[src/rtl/nn_rd_sched.sv]
// Read-transfer scheduler: round-robin arbitration of two loaders onto one nn_rd_buffer,
// drives rd_dma for exactly len DMA beats and tracks the buffer's packing phase.
module nn_rd_sched #(
    parameter int DMA_ADDR_WIDTH = 32,
    parameter int LEN_WIDTH      = 16
) (
    input  logic                      i_clk,
    input  logic                      i_rst,
    input  logic [1:0]                i_req,
    input  logic [DMA_ADDR_WIDTH-1:0] i_base_addr0,
    input  logic [DMA_ADDR_WIDTH-1:0] i_base_addr1,
    input  logic [LEN_WIDTH-1:0]      i_len0,
    input  logic [LEN_WIDTH-1:0]      i_len1,
    input  logic [1:0]                i_mode0,
    input  logic [1:0]                i_mode1,
    input  logic                      i_dma_ready,
    output logic [DMA_ADDR_WIDTH-1:0] o_buf_base_addr,
    output logic                      o_buf_rd_dma,
    output logic [1:0]                o_buf_mode,
    output logic [1:0]                o_grant,
    output logic                      o_busy,
    output logic [1:0]                o_done,
    output logic                      o_phase_err,
    output logic                      o_overrun
);

    typedef enum logic [2:0] {
        S_IDLE, S_SETUP, S_BURST, S_DRAIN, S_DONE
    } state_t;

    state_t                      r_state;
    state_t                      w_next;
    logic [1:0]                  w_pick;
    logic                        w_last;
    logic [1:0]                  w_new_mode;

    logic [DMA_ADDR_WIDTH-1:0]   r_buf_base_addr;
    logic                        r_buf_rd_dma;
    logic [1:0]                  r_buf_mode;
    logic [1:0]                  r_grant;
    logic                        r_busy;
    logic [1:0]                  r_done;
    logic                        r_phase_err;
    logic                        r_overrun;
    logic                        r_rr_last;
    logic                        r_mode_chg;
    logic [LEN_WIDTH-1:0]        r_len;
    logic [LEN_WIDTH-1:0]        r_beat_cnt;
    logic [2:0]                  r_phase_cnt;

    // Words per packing period of the buffer for each kernel mode.
    function automatic logic [2:0] f_period(input logic [1:0] mode);
        case (mode)
            2'b01:   f_period = 3'd1;
            2'b10:   f_period = 3'd5;
            default: f_period = 3'd3;
        endcase
    endfunction

    function automatic logic [2:0] f_phase_next(input logic [2:0] phase, input logic [1:0] mode);
        logic [2:0] inc;
        inc = phase + 3'd1;
        f_phase_next = (inc >= f_period(mode)) ? 3'd0 : inc;
    endfunction

    assign w_last     = (r_beat_cnt + LEN_WIDTH'(1)) == r_len;
    assign w_new_mode = w_pick[1] ? i_mode1 : i_mode0;

    always_comb begin
        w_next = r_state;
        w_pick = 2'b00;
        case (r_state)
            S_IDLE: begin
                if (i_req != 2'b00) begin
                    if (i_req == 2'b11)
                        w_pick = r_rr_last ? 2'b01 : 2'b10;
                    else
                        w_pick = i_req;
                    w_next = S_SETUP;
                end
            end
            S_SETUP: w_next = (r_len == '0) ? S_DONE : S_BURST;
            S_BURST: if (i_dma_ready && w_last) w_next = S_DRAIN;
            S_DRAIN: w_next = S_DONE;
            S_DONE:  w_next = S_IDLE;
            default: w_next = S_IDLE;
        endcase
    end

    always_ff @(posedge i_clk or negedge i_rst) begin
        if (!i_rst) begin
            r_state         <= S_IDLE;
            r_buf_base_addr <= '0;
            r_buf_rd_dma    <= 1'b0;
            r_buf_mode      <= 2'b00;
            r_grant         <= 2'b00;
            r_busy          <= 1'b0;
            r_done          <= 2'b00;
            r_phase_err     <= 1'b0;
            r_overrun       <= 1'b0;
            r_rr_last       <= 1'b1;
            r_mode_chg      <= 1'b0;
            r_len           <= '0;
            r_beat_cnt      <= '0;
            r_phase_cnt     <= 3'd0;
        end else begin
            r_state <= w_next;
            r_busy  <= (w_next != S_IDLE);
            r_done  <= 2'b00;
            // Beats outside BURST are flagged and never counted.
            if (i_dma_ready && r_state != S_BURST)
                r_overrun <= 1'b1;
            case (r_state)
                S_IDLE: begin
                    if (w_pick != 2'b00) begin
                        r_grant         <= w_pick;
                        r_buf_base_addr <= w_pick[1] ? i_base_addr1 : i_base_addr0;
                        r_len           <= w_pick[1] ? i_len1 : i_len0;
                        r_buf_mode      <= w_new_mode;
                        r_mode_chg      <= (w_new_mode != r_buf_mode);
                    end
                end
                S_SETUP: begin
                    if (r_mode_chg)
                        r_phase_cnt <= 3'd0;
                    if (r_len != '0)
                        r_buf_rd_dma <= 1'b1;
                    else
                        r_done <= r_grant;
                end
                S_BURST: begin
                    if (i_dma_ready) begin
                        r_beat_cnt  <= r_beat_cnt + LEN_WIDTH'(1);
                        r_phase_cnt <= f_phase_next(r_phase_cnt, r_buf_mode);
                        if (w_last)
                            r_buf_rd_dma <= 1'b0;
                    end
                end
                S_DRAIN: begin
                    if (r_phase_cnt != 3'd0)
                        r_phase_err <= 1'b1;
                    r_done <= r_grant;
                end
                S_DONE: begin
                    r_rr_last  <= r_grant[1];
                    r_grant    <= 2'b00;
                    r_beat_cnt <= '0;
                end
                default: ;
            endcase
        end
    end

    assign o_buf_base_addr = r_buf_base_addr;
    assign o_buf_rd_dma    = r_buf_rd_dma;
    assign o_buf_mode      = r_buf_mode;
    assign o_grant         = r_grant;
    assign o_busy          = r_busy;
    assign o_done          = r_done;
    assign o_phase_err     = r_phase_err;
    assign o_overrun       = r_overrun;

endmodule

[config.mk]
export PLATFORM = sky130hd
export DESIGN_NAME = nn_rd_sched
export DESIGN_NICKNAME = d
export VERILOG_FILES = /design/src/rtl/nn_rd_sched.sv
export SDC_FILE = /design/constraint.sdc
export NUM_CORES = 1
export LEC_CHECK = 0
export BUFFER_PORTS_ARGS = -buffer_cell sky130_fd_sc_hd__buf_2
export CAP_MARGIN = 20
export CORE_UTILIZATION = 53
export CTS_BUF_LIST = sky130_fd_sc_hd__clkbuf_8
export DETAILED_ROUTE_END_ITERATION = 10
export GPL_ROUTABILITY_DRIVEN = 1
export PLACE_DENSITY = 0.83
export SLEW_MARGIN = 40
export SYNTH_ARGS = -nofsm -noshare
export SYNTH_HDL_FRONTEND = slang
export SYNTH_SLANG_ARGS = --single-unit
[constraint.sdc]
create_clock -name i_clk -period 2.55 [get_ports i_clk]
set_clock_uncertainty 0.1 [all_clocks]
set_input_delay 0.765 -clock i_clk [delete_from_list [all_inputs] [get_ports i_clk]]
set_output_delay 0.765 -clock i_clk [all_outputs]
set_load 0.01 [all_outputs]
==> flow_metrics.env <==
export IMPL_post_synth_num_cell_types=55
export IMPL_nNetsFinal=723
export IMPL_ys_flop_type="dfrtp_1"
export IMPL_startpoint="r_beat_cnt[0]"
export IMPL_start_util=0.5530
export IMPL_worstReg2RegEnd="o_buf_rd_dma"
export IMPL_peakVddDrop_v=0.0005606
export IMPL_slew_headroom=0.5225
export IMPL_synth_cells=481
export IMPL_grt_max_degree=82
export IMPL_clk_pin_slew_ps=90
export IMPL_crit_type="flop to flop"
export IMPL_drt_wirelength_per_cell_um=16.17
export IMPL_run_status="complete, no violations"
export IMPL_area_growth_pct=22.93
export IMPL_max_freq_ghz=0.4296
export IMPL_numCtsBuffers=9
export IMPL_endpoint_kind="flop"
export IMPL_drtIter0Drc=233
export IMPL_cp_data_required_time_ps=2700
export IMPL_async_reset_ff_frac=1.000
export IMPL_tightest_slew_ps=716.2
export IMPL_r2r_slack_ps=220
export IMPL_synth_area_leaders="dfrtp_1 (44%), mux2i_1 (11%), o21ai_0 (8.7%)"
export IMPL_cap_violations=0
export IMPL_ys_ff_latch=82
export IMPL_die_w_um=95.06
export IMPL_drc=0
export IMPL_finalPower_mw=5.900
export IMPL_synth_edf_count=0
export IMPL_grt_pass1_vias=4001
export IMPL_crit_reg2reg_launch="r_beat_cnt[0]"
export IMPL_fill_cells=641
export IMPL_seq_area_frac_synth=0.4474
export IMPL_layout_worst_path_cycle_share=0.9129
export IMPL_cts_resized=0
export IMPL_seq_area_mm2=0.002053
export IMPL_vias=4037
export IMPL_grt_usage=0.2760
export IMPL_row_count=33
export IMPL_start_kind="flop"
export IMPL_place_gp_congestion=0.9270
export IMPL_critPathMaxFanout=13
export IMPL_setup_violations=0
export IMPL_p_per_area_mw_per_mm2=1046
export IMPL_grt_overflow_total=0
export IMPL_synth_most_common_cell="dfrtp_1"
export IMPL_port_buffers=146
export IMPL_dieHeight_um=95.06
export IMPL_cp_endpoint="o_buf_rd_dma"
export IMPL_cts_max_path_buffers=2
export IMPL_p_leak_nw=2.937
export IMPL_htree_num_levels=3
export IMPL_multi_input_area_mm2=0.002359
export IMPL_post_cts_buffers=0
export IMPL_avgSynthCellArea_um2=9.541
export IMPL_synth_common_cells="dfrtp_1 (81), o21ai_0 (80), nand2_1 (70)"
export IMPL_dieArea_mm2=0.009035
export IMPL_detail_route_antenna_nets=0
export IMPL_routed_wl_mm=11.68
export IMPL_synth_fp_nets=592
export IMPL_synth_top_area_share=0.4417
export IMPL_clock_tree_root_cell="clkbuf_8"
export IMPL_reg2reg_depth=7
export IMPL_synth_largest_area_cell="dfrtp_1"
export IMPL_firstDrtPassIters=4
export IMPL_antenna_found_initial=0
export IMPL_hold_path_class="primary input to async pin"
export IMPL_cts_sinks=82
export IMPL_rsz0062_at_grt="false"
export IMPL_clk_latency_ps=360
export IMPL_hold_buffers=0
export IMPL_synth_yosys_warnings=0
export IMPL_drive_gt1_frac=0.3079
export IMPL_vias_per_cell=5.591
export IMPL_place_hpwl_mm=8.729
export IMPL_synthesis_area_mm2=0.004589
export IMPL_fp_coreArea_mm2=0.008299
export IMPL_worstPathArrival_ps=2480
export IMPL_diodes=0
export IMPL_cts_tree="built"
export IMPL_grt_pass1_wl_mm=18.95
export IMPL_pin_count=147
export IMPL_min_period_ps=2328
export IMPL_hold_violations=0
export IMPL_fin_setup_tns_ps=0
export IMPL_slew_violations=0
## kinds of logic (layout without fill, tap and decap cells)
| kind of cell | after synthesis | after routing | synth area share |
|---|---|---|---|
| xor gates and xnor gates | 23 | 23 | 0.04389 |
| and+or+nand+nor | 153 | 153 | 0.1862 |
| muxes | 54 | 54 | 0.1183 |
| adders and majority gates | 6 | 6 | 0.01636 |
| DFF | 82 | 82 | 0.4474 |
| AOI/OAI and AO/OA | 117 | 117 | 0.1442 |
| buffers and inverters | 46 | 182 | 0.04362 |
## critical path, stage by stage, from the launching register on
cell and delay [ps]:
dfrtp_1 520, ha_1 320, nand3_2 300, nor4_4 380
o221ai_2 160, nor4_2 190, nand3_1 110, a2bb2oi_1 140
## registers in the layout (all words and copies together) (netlist names), 2 cells and up
register and flops:
o_buf_base_addr 32, r_beat_cnt 16, r_len 16, r_phase_cnt 3, r_state 3, o_buf_mode 2
o_done 2, o_grant 2
## report_power, final
part / internal [mW] / leakage (nW) / switching, mW / total (mW)
clock: 0.471 / 0.105 / 0.535 / 1.01
sequential: 1.81 / 1.03 / 0.479 / 2.29
combinational: 1.12 / 1.81 / 1.49 / 2.61
total: 3.40 / 2.94 / 2.50 / 5.90
## cell usage in the layout, fill, tap and decap left out, drive strengths merged, types with 10 or more instances in the layout
master  netlist  routed
dfrtp        81      81
mux2i        52      52
o21ai        83      83
nand3        14      14
xnor2        13      13
nand2        70      70
buf          15     155
inv          11      15
xor2         10      10
nor2         24      24
## per-layer routing
layer  up-vias  global-route usage  wire length, um
met4         0              0.1124              291
met1      1914              0.3500             4923
li1       1960                   -                -
met5         -                   0                0
met2       141              0.4712             5908
met3        22             0.04306              553
## final cells by class
cell class / instances / area share
repair buffers: 155 / 0.1508
inverters: 11 / 0.007319
flip-flops and latches: 82 / 0.3639
clock buffers: 9 / 0.02196
well taps: 105 / 0.02329
multi-input cells: 353 / 0.4181
clock inverters: 7 / 0.01464
## per-stage QoR
stage | cells | hold WS (ps) | cell area [um^2] | setup WS [ps] | util
5_1_grt | 722 | 311.1 | 5642 | 11.00 | 0.6798
2_1_floorplan | 481 | 369.4 | 4589 | 555.0 | -
4_1_cts | 722 | 290.6 | 5642 | 129.1 | 0.6798
3_3_place_gp | 706 | 348.9 | 5431 | 197.4 | 0.6545
3_5_place_dp | 706 | 355.7 | 5435 | 138.3 | 0.6549
6_report | 722 | 280.6 | 5642 | 222.2 | 0.6798
## how the worst min path moves through the flow
stage                            from             endpoint  slack (ps)  depth (start not counted)
final                           i_rst       r_phase_cnt[2]         280                          1
after global routing            i_rst  o_buf_base_addr[20]         310                          1
after floorplan                 i_rst   o_buf_base_addr[0]         370                          0
after global placement      o_overrun            o_overrun         350                          1
after CTS                       i_rst       r_phase_cnt[2]         290                          1
after detailed placement  o_phase_err          o_phase_err         360                          1
Note: power is estimated with default switching activity, not from simulation.
